### src/rtl/la_iopwrseq_pkg.sv
// Shared types and constants for the IO-ring power sequencer.
package la_iopwrseq_pkg;

  typedef enum logic [3:0] {
    OFF, DBNC_WAIT, UP_ISO, UP_PAD, UP_ANA, ON, DN_ANA, DN_PAD, DN_ISO, FAULT
  } state_e;

  localparam int RING_ISO_N  = 0;
  localparam int RING_PAD_EN = 1;
  localparam int RING_ANA_EN = 2;

  // Control bits held in each state; a DN_* state keeps its own bit high
  // for the whole step and it drops when the step completes.
  function automatic logic [2:0] ring_of(input state_e s);
    logic [2:0] r;
    r = 3'b000;
    case (s)
      UP_ISO, DN_ISO:                 r[RING_ISO_N] = 1'b1;
      UP_PAD, DN_PAD:                 r = 3'b011;
      UP_ANA, ON, DN_ANA:             r = 3'b111;
      default:                        r = 3'b000;
    endcase
    return r;
  endfunction

endpackage

### src/rtl/la_iopwrseq_cnt.sv
// Shared debounce/step counter: clear wins over increment, saturates at term.
module la_iopwrseq_cnt #(
  parameter int CNTW = 5
) (
  input  logic            clk,
  input  logic            nreset,
  input  logic            clr,
  input  logic            inc,
  input  logic [CNTW-1:0] term,
  output logic            hit
);

  logic [CNTW-1:0] cnt_q, cnt_d;

  assign hit = (cnt_q == term);

  always_comb begin
    cnt_d = cnt_q;
    if (clr)             cnt_d = '0;
    else if (inc && !hit) cnt_d = cnt_q + 1'b1;
  end

  always_ff @(posedge clk) begin
    if (!nreset) cnt_q <= '0;
    else         cnt_q <= cnt_d;
  end

endmodule

### src/rtl/la_iopwrseq.sv
// IO-ring power sequencer: debounce supplies, ordered ring enable/disable, fault safing.
// Optional macro LA_IOPWRSEQ_SYNC_EN adds a 2-flop synchronizer on each supply flag.
module la_iopwrseq
  import la_iopwrseq_pkg::*;
#(
  parameter int RINGW = 8,
  parameter int DBNC  = 16,
  parameter int STEP  = 8
) (
  input  logic             clk,
  input  logic             nreset,
  input  logic             req_on,
  input  logic             vddio_ok,
  input  logic             vdda_ok,
  output logic [RINGW-1:0] ioring,
  output logic             ready,
  output logic             fault
);

  localparam int CNTW = $clog2((DBNC > STEP) ? DBNC : STEP) + 1;

  logic sup_ok;

`ifdef LA_IOPWRSEQ_SYNC_EN
  logic [1:0] s1_q, s1_d, s2_q, s2_d;

  always_comb begin
    s1_d = {vdda_ok, vddio_ok};
    s2_d = s1_q;
  end

  always_ff @(posedge clk) begin
    if (!nreset) begin
      s1_q <= '0;
      s2_q <= '0;
    end else begin
      s1_q <= s1_d;
      s2_q <= s2_d;
    end
  end

  assign sup_ok = &s2_q;
`else
  assign sup_ok = vddio_ok & vdda_ok;
`endif

  state_e           state_q, state_d;
  logic [RINGW-1:0] ioring_q, ioring_d;
  logic             ready_q, ready_d, fault_q, fault_d;
  logic             cnt_clr, cnt_inc, cnt_hit;
  logic [CNTW-1:0]  cnt_term;

  la_iopwrseq_cnt #(.CNTW(CNTW)) u_cnt (
    .clk    (clk),
    .nreset (nreset),
    .clr    (cnt_clr),
    .inc    (cnt_inc),
    .term   (cnt_term),
    .hit    (cnt_hit)
  );

  always_comb begin
    state_d  = state_q;
    cnt_clr  = 1'b0;
    cnt_inc  = 1'b0;
    cnt_term = CNTW'(STEP - 1);
    case (state_q)
      OFF: if (req_on) state_d = DBNC_WAIT;
      DBNC_WAIT: begin
        cnt_term = CNTW'(DBNC - 1);
        cnt_inc  = sup_ok;
        cnt_clr  = !sup_ok;
        if (!req_on)               state_d = OFF;
        else if (sup_ok && cnt_hit) state_d = UP_ISO;
      end
      UP_ISO, UP_PAD, UP_ANA: begin
        cnt_inc = 1'b1;
        if (!sup_ok) state_d = FAULT;
        else if (!req_on) begin
          // abort from the highest control bit already driven
          case (state_q)
            UP_ISO:  state_d = DN_ISO;
            UP_PAD:  state_d = DN_PAD;
            default: state_d = DN_ANA;
          endcase
        end else if (cnt_hit) begin
          case (state_q)
            UP_ISO:  state_d = UP_PAD;
            UP_PAD:  state_d = UP_ANA;
            default: state_d = ON;
          endcase
        end
      end
      ON: begin
        if (!sup_ok)      state_d = FAULT;
        else if (!req_on) state_d = DN_ANA;
      end
      DN_ANA, DN_PAD, DN_ISO: begin
        cnt_inc = 1'b1;
        if (!sup_ok) state_d = FAULT;
        else if (cnt_hit) begin
          case (state_q)
            DN_ANA:  state_d = DN_PAD;
            DN_PAD:  state_d = DN_ISO;
            default: state_d = OFF;
          endcase
        end
      end
      FAULT: if (!req_on) state_d = OFF;
      default: state_d = OFF;
    endcase
    if (state_d != state_q) cnt_clr = 1'b1;
  end

  // Outputs decode the next state so they change on the same edge as the FSM.
  always_comb begin
    ioring_d      = '0;
    ioring_d[2:0] = ring_of(state_d);
    ready_d       = (state_d == ON);
    fault_d       = (state_d == FAULT);
  end

  always_ff @(posedge clk) begin
    if (!nreset) begin
      state_q  <= OFF;
      ioring_q <= '0;
      ready_q  <= 1'b0;
      fault_q  <= 1'b0;
    end else begin
      state_q  <= state_d;
      ioring_q <= ioring_d;
      ready_q  <= ready_d;
      fault_q  <= fault_d;
    end
  end

  assign ioring = ioring_q;
  assign ready  = ready_q;
  assign fault  = fault_q;

endmodule

### config.mk
export PLATFORM = sky130hd
export DESIGN_NAME = la_iopwrseq
export DESIGN_NICKNAME = d
export VERILOG_FILES = /design/src/rtl/la_iopwrseq_pkg.sv /design/src/rtl/la_iopwrseq_cnt.sv /design/src/rtl/la_iopwrseq.sv
export SDC_FILE = /design/constraint.sdc
export NUM_CORES = 1
export LEC_CHECK = 0
export ABC_AREA = 1
export CAP_MARGIN = 20
export CELL_PAD_IN_SITES_DETAIL_PLACEMENT = 0
export CELL_PAD_IN_SITES_GLOBAL_PLACEMENT = 2
export CORE_UTILIZATION = 32
export CTS_CLUSTER_SIZE = 20
export DETAILED_ROUTE_END_ITERATION = 12
export GPL_ROUTABILITY_DRIVEN = 0
export PLACE_DENSITY_LB_ADDON = 0.1
export SYNTH_ARGS = -nofsm -noshare
export SYNTH_HDL_FRONTEND = slang
export SYNTH_SLANG_ARGS = --single-unit
### constraint.sdc
create_clock -name clk -period 4.2 [get_ports clk]
set_clock_uncertainty 0.2 [all_clocks]
set_input_delay 0.42 -clock clk [delete_from_list [all_inputs] [get_ports clk]]
set_output_delay 0.42 -clock clk [all_outputs]
set_load 0.03 [all_outputs]
=== Word level (Yosys, flattened, before mapping) ===
Cells that the tools add are included.

* Add/sub/neg operators: 1
* Eq/ne operators: 19
* Multiplexer cells: 21
* Bitwise logic cells: 2
* Reduce and logical (&&, ||, !) cells: 12

{| class="wikitable"
|+ Operator list
! cell !! count
|-
| 4-bit two-way mux || 12
|-
| 4-bit by 3-bit == test with 1-bit output (second input constant) || 8
|-
| 4-bit one-hot mux with 6 select lines || 1
|-
| 4-bit by 2-bit == test with 1-bit output (second input constant) || 4
|-
| 4-bit == test (second input constant) || 4
|-
| 4-bit one-hot mux with 2 select lines || 2
|-
| 3-bit OR reduction || 3
|-
| 7-bit OR reduction || 1
|-
| 3-bit one-hot mux with 2 select lines || 1
|-
| 6-bit OR reduction || 1
|-
| 5-bit by 1-bit adder with 5-bit output (second input constant) || 1
|-
| 5-bit by 4-bit == test with 1-bit output || 1
|-
| 4-bit by 1-bit == test with 1-bit output (second input constant) || 1
|-
| 4-bit logical NOT || 1
|-
| 4-bit != test || 1
|-
| 2-bit one-hot mux with 2 select lines || 1
|-
| 2-bit OR reduction || 2
|-
| 1-bit two-way mux || 3
|-
| 1-bit logical AND || 2
|-
| 1-bit logical NOT || 2
|-
| 1-bit one-hot mux with 2 select lines || 1
|-
| 1-bit AND || 1
|-
| 1-bit NOT || 1
|}

* Register bits after elaboration: 19
* Input port bits: 5
* Output and inout bits: 10
* Word-level logic and storage cells: 61

=== Longest topological paths before layout ===
Gate-level depths: netlist (run 1).

* Depth in word-level cells: 10
* Mapped depth: 16
* Mapped depth without buffers: 15

=== By module ===
Synthesis (run 1) repeated with hierarchy kept, for this count alone.

* Cells, all modules: 203
* Area total of the unflattened synthesis: 1233.7 µm²

{| class="wikitable"
|+ By module, submodules not included
! module !! times used !! cells each !! area an instance (µm²) !! sequential area each (µm²)
|-
| la_iopwrseq || 1 || 143 || 857.1 || 180.2
|-
| la_iopwrseq_cnt || 1 || 60 || 376.6 || 100.1
|}

=== Worst setup path before layout (run 1) ===
No wires, ideal clock.

* Path kind: input to register
* Start: input vddio_ok
* End: register u_cnt.cnt_q[4]
* Setup time: 0.113 ns
* Arrival: 1.570 ns
* Data required time: 3.887 ns
* Setup slack: 2.317 ns
* Cell stages on the path: 11
* Path buffers: 1
* Cell sequence: nand2_1 inv_1 clkbuf_1 nand3_1 nand4_1 nand2_1 nor2_1 nand3_1 xor2_1 inv_1 nor2_1

* Longest elaborated chain between the ends: 8
* Elaborated cells between the ends (all ways): 15
* Those cells by class: eq/ne: 1; mux: 9; bitwise: 1; reduce/logical: 4

{| class="wikitable"
|+ RTL lines
! what !! line !! text
|-
| start, declared || la_iopwrseq.sv:13 || <nowiki>input logic vddio_ok,</nowiki>
|-
| 1-bit AND (*) || la_iopwrseq.sv:44 || <nowiki>assign sup_ok = vddio_ok & vdda_ok;</nowiki>
|-
| 1-bit logical AND || la_iopwrseq.sv:74 || <nowiki>else if (sup_ok && cnt_hit) state_d = UP_ISO;</nowiki>
|-
| 4-bit two-way mux || la_iopwrseq.sv:74 ||
|-
| 4-bit two-way mux || la_iopwrseq.sv:73 || <nowiki>if (!req_on) state_d = OFF;</nowiki>
|-
| 4-bit one-hot mux with 6 select lines || la_iopwrseq.sv:67 || <nowiki>case (state_q)</nowiki>
|-
| 4-bit != test || la_iopwrseq.sv:112 || <nowiki>if (state_d != state_q) cnt_clr = 1'b1;</nowiki>
|-
| 1-bit two-way mux || la_iopwrseq.sv:112 ||
|-
| 2-bit OR reduction (no source line) || - ||
|-
| end signal, assigned || la_iopwrseq_cnt.sv:25 || <nowiki>else cnt_q <= cnt_d;</nowiki>
|-
| end, declared || la_iopwrseq_cnt.sv:13 || <nowiki>logic [CNTW-1:0] cnt_q, cnt_d;</nowiki>
|}

Every way passes the cells marked *; elsewhere a longest branch is shown, timed or not.
A chain may end at the register's enable or synchronous reset.

=== Worst setup path after layout (run 1) ===
* Start: register state_q[0]
* End: register u_cnt.cnt_q[1]

* Longest elaborated chain between the ends: 10
* Elaborated cells between the ends (all ways): 38
* Those cells by class: eq/ne: 11; mux: 19; reduce/logical: 8

{| class="wikitable"
|+ RTL lines
! what !! line !! text
|-
| start, declared || la_iopwrseq.sv:47 || <nowiki>state_e state_q, state_d;</nowiki>
|-
| start signal, assigned || la_iopwrseq.sv:130 || <nowiki>state_q <= state_d;</nowiki>
|-
| 4-bit by 1-bit == test with 1-bit output || la_iopwrseq.sv:67 ||
|-
| 4-bit two-way mux || la_iopwrseq.sv:67 ||
|-
| 5-bit by 4-bit == test with 1-bit output || la_iopwrseq_cnt.sv:15 || <nowiki>assign hit = (cnt_q == term);</nowiki>
|-
| 4-bit two-way mux / 1-bit logical AND (equally long branches) || la_iopwrseq.sv:86, la_iopwrseq.sv:74 ||
|-
| 4-bit two-way mux (on tied branches) || la_iopwrseq.sv:79, la_iopwrseq.sv:74 ||
|-
| 4-bit two-way mux (on tied branches) || la_iopwrseq.sv:78, la_iopwrseq.sv:73 ||
|-
| 4-bit one-hot mux with 6 select lines || la_iopwrseq.sv:67 ||
|-
| 4-bit != test || la_iopwrseq.sv:112 ||
|-
| 1-bit two-way mux || la_iopwrseq.sv:112 ||
|-
| 2-bit OR reduction (no source line) || - ||
|}

Parallel ways exist; a longest one is shown, timed or not.

==> results.ini, run 1 <==
[placed_design]
pre_cts_ws_ns=1.75
port_buffers=9
place_hpwl_um=2070

[global_route]
track_usage_pct=15.8
grt_start_max_net_pins=12
overflow=0
grt_pass1_wl_um=4400
antenna_found_initial=0
grt_pass1_vias=949

[finish]
seq_area_sq_um=280
layout-drive-gt1-share_pct=14.9
multi_input_area_sq_um=714
final_nets=189
final_util_pct=37.2
diodes=0
area_growth_pct=10.3
nFillCells=379

[yosys]
synth_common_cells=nand2_1, inv_1, nor2_1
syn_area_per_cell_sq_um=6.62
synth_top_area_cell=dfxtp_1
yosys.area.top_type_share_pct=24.5
syn_area_sq_um=1140
synthDistinctLibCells=31
synth_flop_cell=dfxtp_1
synth_seq_area_share_pct=24.5
yosysMostFrequentCell=nand2_1
ys_top_cells_by_area=dfxtp_1, nand2_1, inv_1
synthCells=173
async_flop_share_pct=0
synth_edf_count=0
yosysWarningCount=0
synth_seq_cells=14

[floorplan]
fp.dieH_um=61.8
die_x_um=61.8
rows=21
start_util_pct=33.8
die-area_sq_um=3820
ios=15
core_sq_um=3390

[setup_path]
reg2reg_slack_ns=1.90
r2r-end=u_cnt.cnt_q[1]
critPathMaxFanout=8
r2r_cells=14
required_ns=4.21
path_class=reg2reg
startpoint=state_q[0]
worstSetupStartpointType=flip-flop
worstReg2RegStart=state_q[0]
cp.arrival_ns=2.31
crit_path_end_kind=flip-flop

[clocking]
cts_inserted_buffers=3
cts_root_buf=clkbuf_4
cts-resized-gates=0
postCtsSetupBuffers=0
clk_pin_slew_ns=0.08
clock_path_buffers=2
tritoncts=built
clk_latency_ns=0.27
cts_hold_buf=0
cts.sink_count=14
htree_levels=1

[drt]
wirelength_um=2590
drtIter0Drc=49
viasPerCell=4.66
dr.pass1.iters=4
vias=1058
routedWlPerCell_um=11.4
ant_nets=0
drcViolationCount=0

[flow_run]
max_cap_viol_count=0

[timing]
drv_slew=0
grt_setup_unrepaired=no
fin_ws_ns=1.90
hold_viol_final=0
max_freq_ghz=0.435
setup-tns-final_ns=0
setup_viol=0
fin_crit_sh_pct=54.8
period_minus_slack_ns=2.30

[min_path]
min_path_type=reg2reg
min-delay-start=u_cnt.cnt_q[1]
holdPathEnd=u_cnt.cnt_q[1]
whs_path_depth=2

[power_and_ir_drop]
p_leak_nw=0.609
peakVddDrop_mv=0.135
power_density_nw_per_um2=195

[status]
outcome=finished, final reports clean

## registers in the layout, summed over array words and instances (netlist names)
signal and count:
u_cnt.cnt_q 5, ready 1, ioring 3, state_q 4, fault 1
## worst max-delay path, cell delays in order (launching register included)
cell      delay (ns)
dfxtp_1         0.53
inv_2           0.10
nor2_4          0.21
nand2_4         0.10
nand2_4         0.09
nand3_4         0.11
nand2_1         0.11
nand2_1         0.07
o21bai_2        0.11
nand2_1         0.10
nand2_2         0.13
nand2_1         0.06
nand2_1         0.08
nand3_2         0.12
nor2_1          0.11
## per-layer routing
metal / share of wire, % / wire [um] / track usage [%]
met3: 2.7 / 70 / 3.93
met4: 0.46 / 12 / 2.54
met5: 0 / 0 / 0
met2: 49 / 1270 / 25.5
met1: 48 / 1230 / 21.7
## report_power, final
group | switching, mW | internal, mW
sequential | 0.00218 | 0.133
clock | 0.0391 | 0.0331
combinational | 0.0271 | 0.0116
total | 0.0684 | 0.178
## placed cells by master, fill, tap and decap left out, types with 4 or more instances in the layout
cell / netlist / routed
a21oi_1: 6 / 6
clkdlybuf4s50_1: 0 / 9
conb_1: 1 / 5
dfxtp_1: 14 / 14
inv_1: 24 / 24
nand2_1: 43 / 43
nand3_1: 13 / 13
nand3_2: 4 / 4
nand4_1: 6 / 6
nor2_1: 20 / 20
o21ai_0: 5 / 5
xor2_1: 4 / 4
## cells by family after synthesis
kind of cell,share of synthesized area (%)
other cells,0.328
xor+xnor,3.06
compound gates,7.65
mux,0.874
buf+inv,14.4
simple gates,48.1
flops,24.5
fa+ha+maj,1.09
## worst max path at each step
| stage | endpoint | slack, ns | cells after the start |
|---|---|---|---|
| after floorplan | u_cnt.cnt_q[4] | 2.32 | 11 |
| after global placement | u_cnt.cnt_q[4] | 1.72 | 11 |
| after detailed placement | u_cnt.cnt_q[4] | 1.75 | 11 |
| after CTS | u_cnt.cnt_q[1] | 1.87 | 14 |
| after global routing | u_cnt.cnt_q[3] | 1.62 | 14 |
| final | u_cnt.cnt_q[1] | 1.90 | 14 |
## area by class of cell
type                    count  area share, %
inverters                  26           7.73
clock buffers               3           1.78
flip-flops and latches     14           22.2
well taps                  46           4.56
repair buffers              9           7.14
multi-input cells         129           56.6
## metrics by stage
| step | cell area [sq um] | hold slack, ns | power [mW] | instances |
|---|---|---|---|---|
| 2_1_floorplan | 1160 | 0.306 | 0.172 | 177 |
| 3_3_place_gp | 1240 | 0.340 | 0.178 | 224 |
| 3_5_place_dp | 1240 | 0.349 | 0.177 | 224 |
| 4_1_cts | 1260 | 0.360 | 0.251 | 227 |
| 5_1_grt | 1260 | 0.384 | 0.262 | 227 |
| 6_report | 1260 | 0.351 | 0.247 | 227 |
No activity file was read; power rests on OpenSTA's default activity.
==> inputs of run 2 (changes only) <==
CORE_UTILIZATION = 27   (was 32)
clock period = 2 ns   (was 4.2 ns; I/O delays follow)
==> results.ini, run 2 (synthesis results as in run 1) <==
[finish]
final_cell_area_sq_um=1710  ; +35%
layout-drive-gt1-share_pct=46.2  ; +31 points
final_nets=229  ; +21%
mostFrequentLayoutCells=buf_4, nand2_1, inv_1, nand2_2, nor2_1
diodes=0  ; unchanged
multi_input_area_sq_um=821  ; +15%
final_util_pct=42.4  ; +5.2 points
largest-register=u_cnt.cnt_q
area_growth_pct=49.3
nFillCells=401  ; +5.8%
mostFrequentLayoutCell=buf_4
largest_reg_flops=5  ; unchanged
seq_area_sq_um=289  ; +3.1%

[drt]
drtIter0Drc=31  ; -37%
viasPerCell=4.51  ; -3.3%
drcViolationCount=0  ; unchanged
routedWlPerCell_um=11.5  ; +1.1%
ant_nets=0  ; unchanged
wirelength_um=3120  ; +21%
dr.pass1.iters=4  ; unchanged
vias=1221  ; +15%

[timing]
hold_viol_final=0  ; unchanged
holdWs_ns=0.362  ; +0.0109 ns
fin_ws_ns=0.0315  ; -1.87 ns
max_freq_ghz=0.508  ; +17%
period_minus_slack_ns=1.97  ; -0.333 ns
fin_crit_sh_pct=98.4  ; +44 points
setup_viol=0  ; unchanged
grt_setup_unrepaired=yes
drv_slew=0  ; unchanged

[setup_path]
critPathMaxFanout=6  ; -2
required_ns=1.97  ; -2.24 ns
cp.arrival_ns=1.94  ; -0.37 ns
crit_path_end_kind=flip-flop
r2r-end=ready
path_class=reg2reg
reg2reg_slack_ns=0.03  ; -1.87 ns
worstSetupStartpointType=flip-flop
worstReg2RegStart=state_q[1]
r2r_cells=12  ; -2

[flow_run]
max_cap_viol_count=0  ; unchanged

[clocking]
cts_root_buf=clkbuf_8
cts.sink_count=14  ; unchanged
tritoncts=built
cts_inserted_buffers=3  ; unchanged
clk_pin_slew_ns=0.05  ; -0.03 ns
clock_path_buffers=2  ; unchanged
clk_latency_ns=0.24  ; -0.03 ns
htree_levels=1  ; unchanged
cts_hold_buf=0  ; unchanged

[global_route]
met3_usage_pct=3.25  ; -0.68 points
met2_usage_pct=26.3  ; +0.75 points
grt_pass1_wl_um=5160  ; +17%
busiest_layer=met2
track_usage_pct=15.1  ; -0.70 points
overflow=0  ; unchanged
grt_pass1_vias=1157  ; +22%
antenna_found_initial=0  ; unchanged
grt_use_met1_pct=19.4  ; -2.3 points
grt_start_max_net_pins=9  ; -3

[floorplan]
ios=15  ; unchanged
die_x_um=67.1  ; +8.6%
die-area_sq_um=4500  ; +18%
start_util_pct=28.4  ; -5.4 points
fp.dieH_um=67.1  ; +8.6%
rows=23  ; +9.5%
core_sq_um=4030  ; +19%

[power_and_ir_drop]
p_int_uw=466  ; +160%
p_seq_share_pct=44.4  ; -11 points
p_switching_uw=167  ; +140%
peakVddDrop_mv=0.292  ; +120%
comb_power_share_pct=20.5  ; +4.8 points
switching_share_pct=26.4  ; -1.4 points
clkPwrFrac_pct=35.1  ; +5.8 points
power_density_nw_per_um2=370  ; +90%
p_leak_nw=0.829  ; +36%

[placed_design]
place_hpwl_um=2390  ; +15%
pre_cts_ws_ns=-0.0989  ; -1.85 ns
placed_area_sq_um=1500  ; +21%
port_buffers=9  ; unchanged

[status]
outcome=finished, final reports clean

[min_path]
min-delay-start=u_cnt.cnt_q[4]
whs_path_depth=4  ; +2
holdPathEnd=u_cnt.cnt_q[4]
min_path_type=reg2reg

## run 2: cell count changes in the layout (fill, tap and decap cells not counted), sizes merged
cell and change:
buf +40
## run 2: worst max-delay path by stage
stage / to / from / slack, ns / cells past startpoint
4_1_cts: u_cnt.cnt_q[2] / state_q[2] / 0.006 / 11
3_3_place_gp: u_cnt.cnt_q[3] / req_on / -0.19 / 10
3_5_place_dp: u_cnt.cnt_q[2] / req_on / -0.1 / 11
5_1_grt: u_cnt.cnt_q[4] / state_q[1] / -0.09 / 13
6_report: ready / state_q[1] / 0.03 / 12
2_1_floorplan: u_cnt.cnt_q[1] / state_q[0] / 0.19 / 14
## run 2: area by class of cell
type | instances | area share, %
multi-input combinational | 129 | 48.0
timing repair buffer | 49 | 23.3
inverter | 26 | 5.71
sequential | 14 | 16.9
tap | 50 | 3.66
clock buffer | 3 | 2.42
## run 2: metal layers
| layer | up-vias | part of all wire [%] |
|---|---|---|
| met2 | 22 | 51 |
| li1 | 632 | - |
| met1 | 565 | 45 |
| met5 | - | 0 |
| met3 | 2 | 3.3 |
| met4 | 0 | 0.67 |
## run 2: power groups by stage
stage	Combinational [mW]	Clock [mW]	Sequential (mW)
after floorplan	0.0730	0	0.288
after global placement	0.109	0	0.288
after detailed placement	0.106	0	0.288
after CTS	0.115	0.230	0.281
after global routing	0.141	0.241	0.281
final	0.130	0.222	0.281
## run 2: through the flow
step | cells | setup TNS [ns] | power, mW
after floorplan | 177 | 0 | 0.361
after global placement | 260 | -1.58 | 0.397
after detailed placement | 260 | -0.570 | 0.394
after CTS | 266 | 0 | 0.627
after global routing | 271 | -0.575 | 0.663
final | 271 | 0 | 0.632
## run 2: worst max-delay path, cell delays in order (launching register included)
cell,delay (ns)
dfxtp_4,0.37
nor2_4,0.22
nand2_4,0.10
nand2_4,0.10
nand3_4,0.11
nand2_1,0.10
nand3_2,0.15
nand2_2,0.11
buf_4,0.10
inv_1,0.05
nor2_2,0.09
inv_1,0.07
nor3_2,0.14
## run 2: repair_timing
action | in CTS | in global routing
gates resized for setup | 13 | 31
setup endpoints to repair | 5 | 11
buffers inserted | 5 | 5
cloned | 0 | 0
pin swaps | 14 | 17
==> inputs of run 3 (changes only) <==
CORE_MARGIN = 3   (was not set)
SLEW_MARGIN = 25   (was not set)
==> results.ini, run 3 (synthesis results as in run 1) <==
[status]
outcome=finished, final reports clean

[finish]
largest_reg_flops=5  ; unchanged
area_growth_pct=42.5
mostFrequentLayoutCells=nand2_1, buf_4, inv_1, nor2_1
nFillCells=429  ; +7.0%
mostFrequentLayoutCell=nand2_1
final_nets=219  ; -4.4%
diodes=0  ; unchanged
largest-register=u_cnt.cnt_q
layout-drive-gt1-share_pct=37.3  ; -8.9 points

[timing]
fin_ws_ns=0.00979  ; -0.0217 ns
fin_crit_sh_pct=99.5  ; +1.1 points
hold_viol_final=0  ; unchanged
drv_slew=0  ; unchanged
max_freq_ghz=0.502  ; -1.1%
period_minus_slack_ns=1.99  ; +0.0217 ns
grt_setup_unrepaired=yes
setup_viol=0  ; unchanged
setup-tns-final_ns=0  ; unchanged
holdWs_ns=0.363  ; +0.00162 ns

[setup_path]
cp.arrival_ns=1.97  ; +0.03 ns
crit_path_end_kind=flip-flop
path_class=reg2reg
required_ns=1.98  ; about the same
critPathMaxFanout=7  ; +1
worstSetupStartpointType=flip-flop

[placed_design]
pre_cts_ws_ns=-0.149  ; -0.0502 ns
place_hpwl_um=2450  ; +2.8%
port_buffers=9  ; unchanged

[clocking]
cts_root_buf=clkbuf_8
cts_hold_buf=0  ; unchanged
tritoncts=built
clk_pin_slew_ns=0.06  ; about the same
cts.sink_count=14  ; unchanged
clk_latency_ns=0.24  ; about the same
cts_inserted_buffers=3  ; unchanged
clock_path_buffers=2  ; unchanged
htree_levels=1  ; unchanged

[global_route]
overflow=0  ; unchanged
antenna_found_initial=0  ; unchanged
grt_pass1_wl_um=5130  ; -0.68%
grt_start_max_net_pins=9  ; unchanged
track_usage_pct=12.6  ; -2.5 points
grt_pass1_vias=1118  ; -3.4%

[drt]
vias=1213  ; -0.66%
viasPerCell=4.63  ; +2.8%
wirelength_um=3130  ; +0.35%
routedWlPerCell_um=12.0  ; +3.8%
drcViolationCount=0  ; unchanged
drtIter0Drc=44  ; +42%
dr.pass1.iters=4  ; unchanged
ant_nets=0  ; unchanged

[floorplan]
rows=23  ; unchanged
fp.dieH_um=71.1  ; +6.0%
die_x_um=71.1  ; +6.0%
ios=15  ; unchanged
die-area_sq_um=5060  ; +12%
core_sq_um=4060  ; +0.71%
start_util_pct=28.2  ; -0.20 points

[min_path]
min_path_type=reg2reg

[flow_run]
max_cap_viol_count=0  ; unchanged

[power_and_ir_drop]
peakVddDrop_mv=0.358  ; +23%
p_leak_nw=0.790  ; -4.7%
power_uw=670  ; +5.9%
power_density_nw_per_um2=411  ; +11%

-- run 3: changes by cell type in the layout (fill, tap and decap cells not counted), moves of 3 or more --
| cell | change |
|---|---|
| buf_4 | -9 |
| inv_2 | -3 |
| inv_1 | +3 |
| dfxtp_2 | -3 |
| nand2_2 | -6 |
| nand2_1 | +4 |
-- run 3: cell type report --
class	instances	area, sq um	share of cell area, %
multi-input combinational	129	800	49.0
timing repair buffer	39	328	20.1
sequential	14	289	17.7
inverter	26	97.6	5.98
tap	50	62.6	3.83
clock buffer	4	55.1	3.37
-- run 3: path summary, 6_finish.rpt --
check                      start              to  slack (ns)  cells after the start
setup reg to reg      state_q[2]  u_cnt.cnt_q[4]        0.01                     12
hold reg to reg   u_cnt.cnt_q[4]  u_cnt.cnt_q[4]        0.36                      4
setup / recovery      state_q[2]  u_cnt.cnt_q[4]        0.01                     12
hold / removal    u_cnt.cnt_q[4]  u_cnt.cnt_q[4]        0.36                      4
-- run 3: repair_timing --
item                                    4_1_cts  5_1_grt
setup buffers                                 1        2
resized for setup                             4       26
pin swaps                                     3        7
endpoints found under the setup margin        8       11
-- run 3: critical path, cell delays in order, from the launching register on --
cell,delay [ns]
dfxtp_2,0.35
nor2_4,0.27
nand3_4,0.13
buf_4,0.15
nand4_1,0.10
nand3_1,0.09
nand2_1,0.08
nand3_2,0.11
nand2_1,0.07
inv_1,0.05
nor2_4,0.11
nand3_4,0.09
nor2_2,0.10
-- run 3: metal layers --
metal  wire, um  track usage, %  part of all wire [%]  up-vias
li1           -               -                     -      614
met1       1390            16.1                    44      563
met2       1590            21.7                    51       32
met3        125            3.55                   4.0        4
met4         26            1.46                  0.83        0
met5          0               0                     0        -
-- run 3: through the flow --
step,utilization [%],area (sq um),std cells
3_3_place_gp,36.2,1470,256
5_1_grt,40.2,1630,262
2_1_floorplan,-,1160,177
4_1_cts,37.9,1540,261
3_5_place_dp,36.2,1470,256
6_report,40.2,1630,262
-- run 3: where the power goes --
group	internal (mW)	switching [mW]	leakage, nW
registers	0.278	0.00113	0.115
clock network	0.174	0.0931	0.0288
logic	0.0488	0.0750	0.646
total	0.501	0.169	0.790
==> patch: new RTL, config.mk and constraints of run 2 <==
The 10 states of `state_e` get a Gray code encoding in 4 bits.
--- a/src/rtl/la_iopwrseq_pkg.sv
+++ b/src/rtl/la_iopwrseq_pkg.sv
@@ -3,5 +3,5 @@
 
   typedef enum logic [3:0] {
-    OFF, DBNC_WAIT, UP_ISO, UP_PAD, UP_ANA, ON, DN_ANA, DN_PAD, DN_ISO, FAULT
+    OFF = 4'b0000, DBNC_WAIT = 4'b0001, UP_ISO = 4'b0011, UP_PAD = 4'b0010, UP_ANA = 4'b0110, ON = 4'b0111, DN_ANA = 4'b0101, DN_PAD = 4'b0100, DN_ISO = 4'b1100, FAULT = 4'b1101
   } state_e;
 
Behaviour: same outputs for any inputs over 10 cycles, from zero or initial values and one cycle with nreset low; not proved beyond that.
==> patch against run 2 <==
Core utilization increased by 0.32 points; design area down 15%; clock power is 32% lower; via count decreased by 14%; routed wire length is 20% lower; power is 18% lower; setup slack improved by 49 ps; synthesized area down 14%; sequential cell count stayed put; critical path type unchanged; largest cell class unchanged; largest power group unchanged.
==> patch: results (changes against run 2) <==
Run status
  • Status: finished clean

Yosys
  • Synth top area cells: dfxtp_1 28%, nand2_1 13%, inv_1 9.1%
  • Synth Area in XOR/XNOR: 3.55% (+0.49 points)
  • Commonest cells in the netlist: 34 x nand2_1, 24 x inv_1, 17 x nor2_1
  • Post-synthesis sequential area ratio: 28.4% (+3.9 points)

Routing
  • DR vias/cell: 4.43 (-1.7%)
  • Metal-1 WL: 1.15 mm (-18%)
  • Detailed-route wire length: 2.50 mm (-20%)
  • Routed wl met3: 120 um (+18%)
  • Starting DRT DRC Count: 20 (-35%)

Place
  • Hpwl dp: 1.95 mm (-18%)
  • Placement Cell Area: 1320 um2 (-12%)

Clock network
  • Reg clk slew, reported paths: 80 ps (+30 ps)
  • Post-CTS Setup Repair Bufs: 0 (-5)

GRT
  • Met2 Resource Use GR: 23.1% (-3.2 points)

Worst setup path
  • Worst Setup SP: u_cnt.cnt_q[0]
  • Slowest stage delay, CP: 340 ps (-30 ps)
  • CP max stage cell: dfxtp_1

Pwr
  • Pleak: 0.713 nW (-14%)
  • Seq pwr share: 53.7% (+9.3 points)
  • Power Total: 521 uW (-18%)
  • Switching power: 135 uW (-19%)
  • Logic pwr share: 17.5% (-3.0 points)

Layout
  • Buffer share of cell area: 23.1% (-0.14 points)
  • Share of cell area taken by multi-input logic gates: 44.8% (-3.2 points)
  • Share of cells above drive strength 1: 38.2% (-7.9 points)
  • Buffers excl. clock: 41 (-16%)
  • Nets: 199 (-13%)
  • Multi-input combinational cell count: 107 (-17%)
  • Register area: 288 um2 (-0.43%)
## patch: worst reg2reg max path: stages (launching register included)
cell     delay [ps]
dfxtp_1         340
ha_1            140
inv_1            80
nor2_4          170
nand4_2         190
nand2_1         110
nand2_1          50
nand2_1          60
nand3_2         110
nand2_1          90
nand2_1          70
inv_2            70
nand3_4          90
nor2_1          100
## patch: final timing paths
check,endpoint,slack [ps],depth (start not counted)
hold / removal,u_cnt.cnt_q[4],380,4
setup / recovery,u_cnt.cnt_q[3],80,13
setup reg to reg,u_cnt.cnt_q[3],80,13
hold reg to reg,u_cnt.cnt_q[4],380,4
## patch: through the flow
stage | setup slack, ps | TNS (ps) | util (%) | instances
after CTS | 8.75 | 0 | 39.5 | 231
after floorplan | 233 | 0 | - | 152
after detailed placement | -118 | -671 | 38.6 | 228
after global placement | -86.7 | -450 | 38.6 | 228
final | 80.1 | 0 | 42.7 | 237
after global routing | -54.4 | -281 | 42.7 | 237
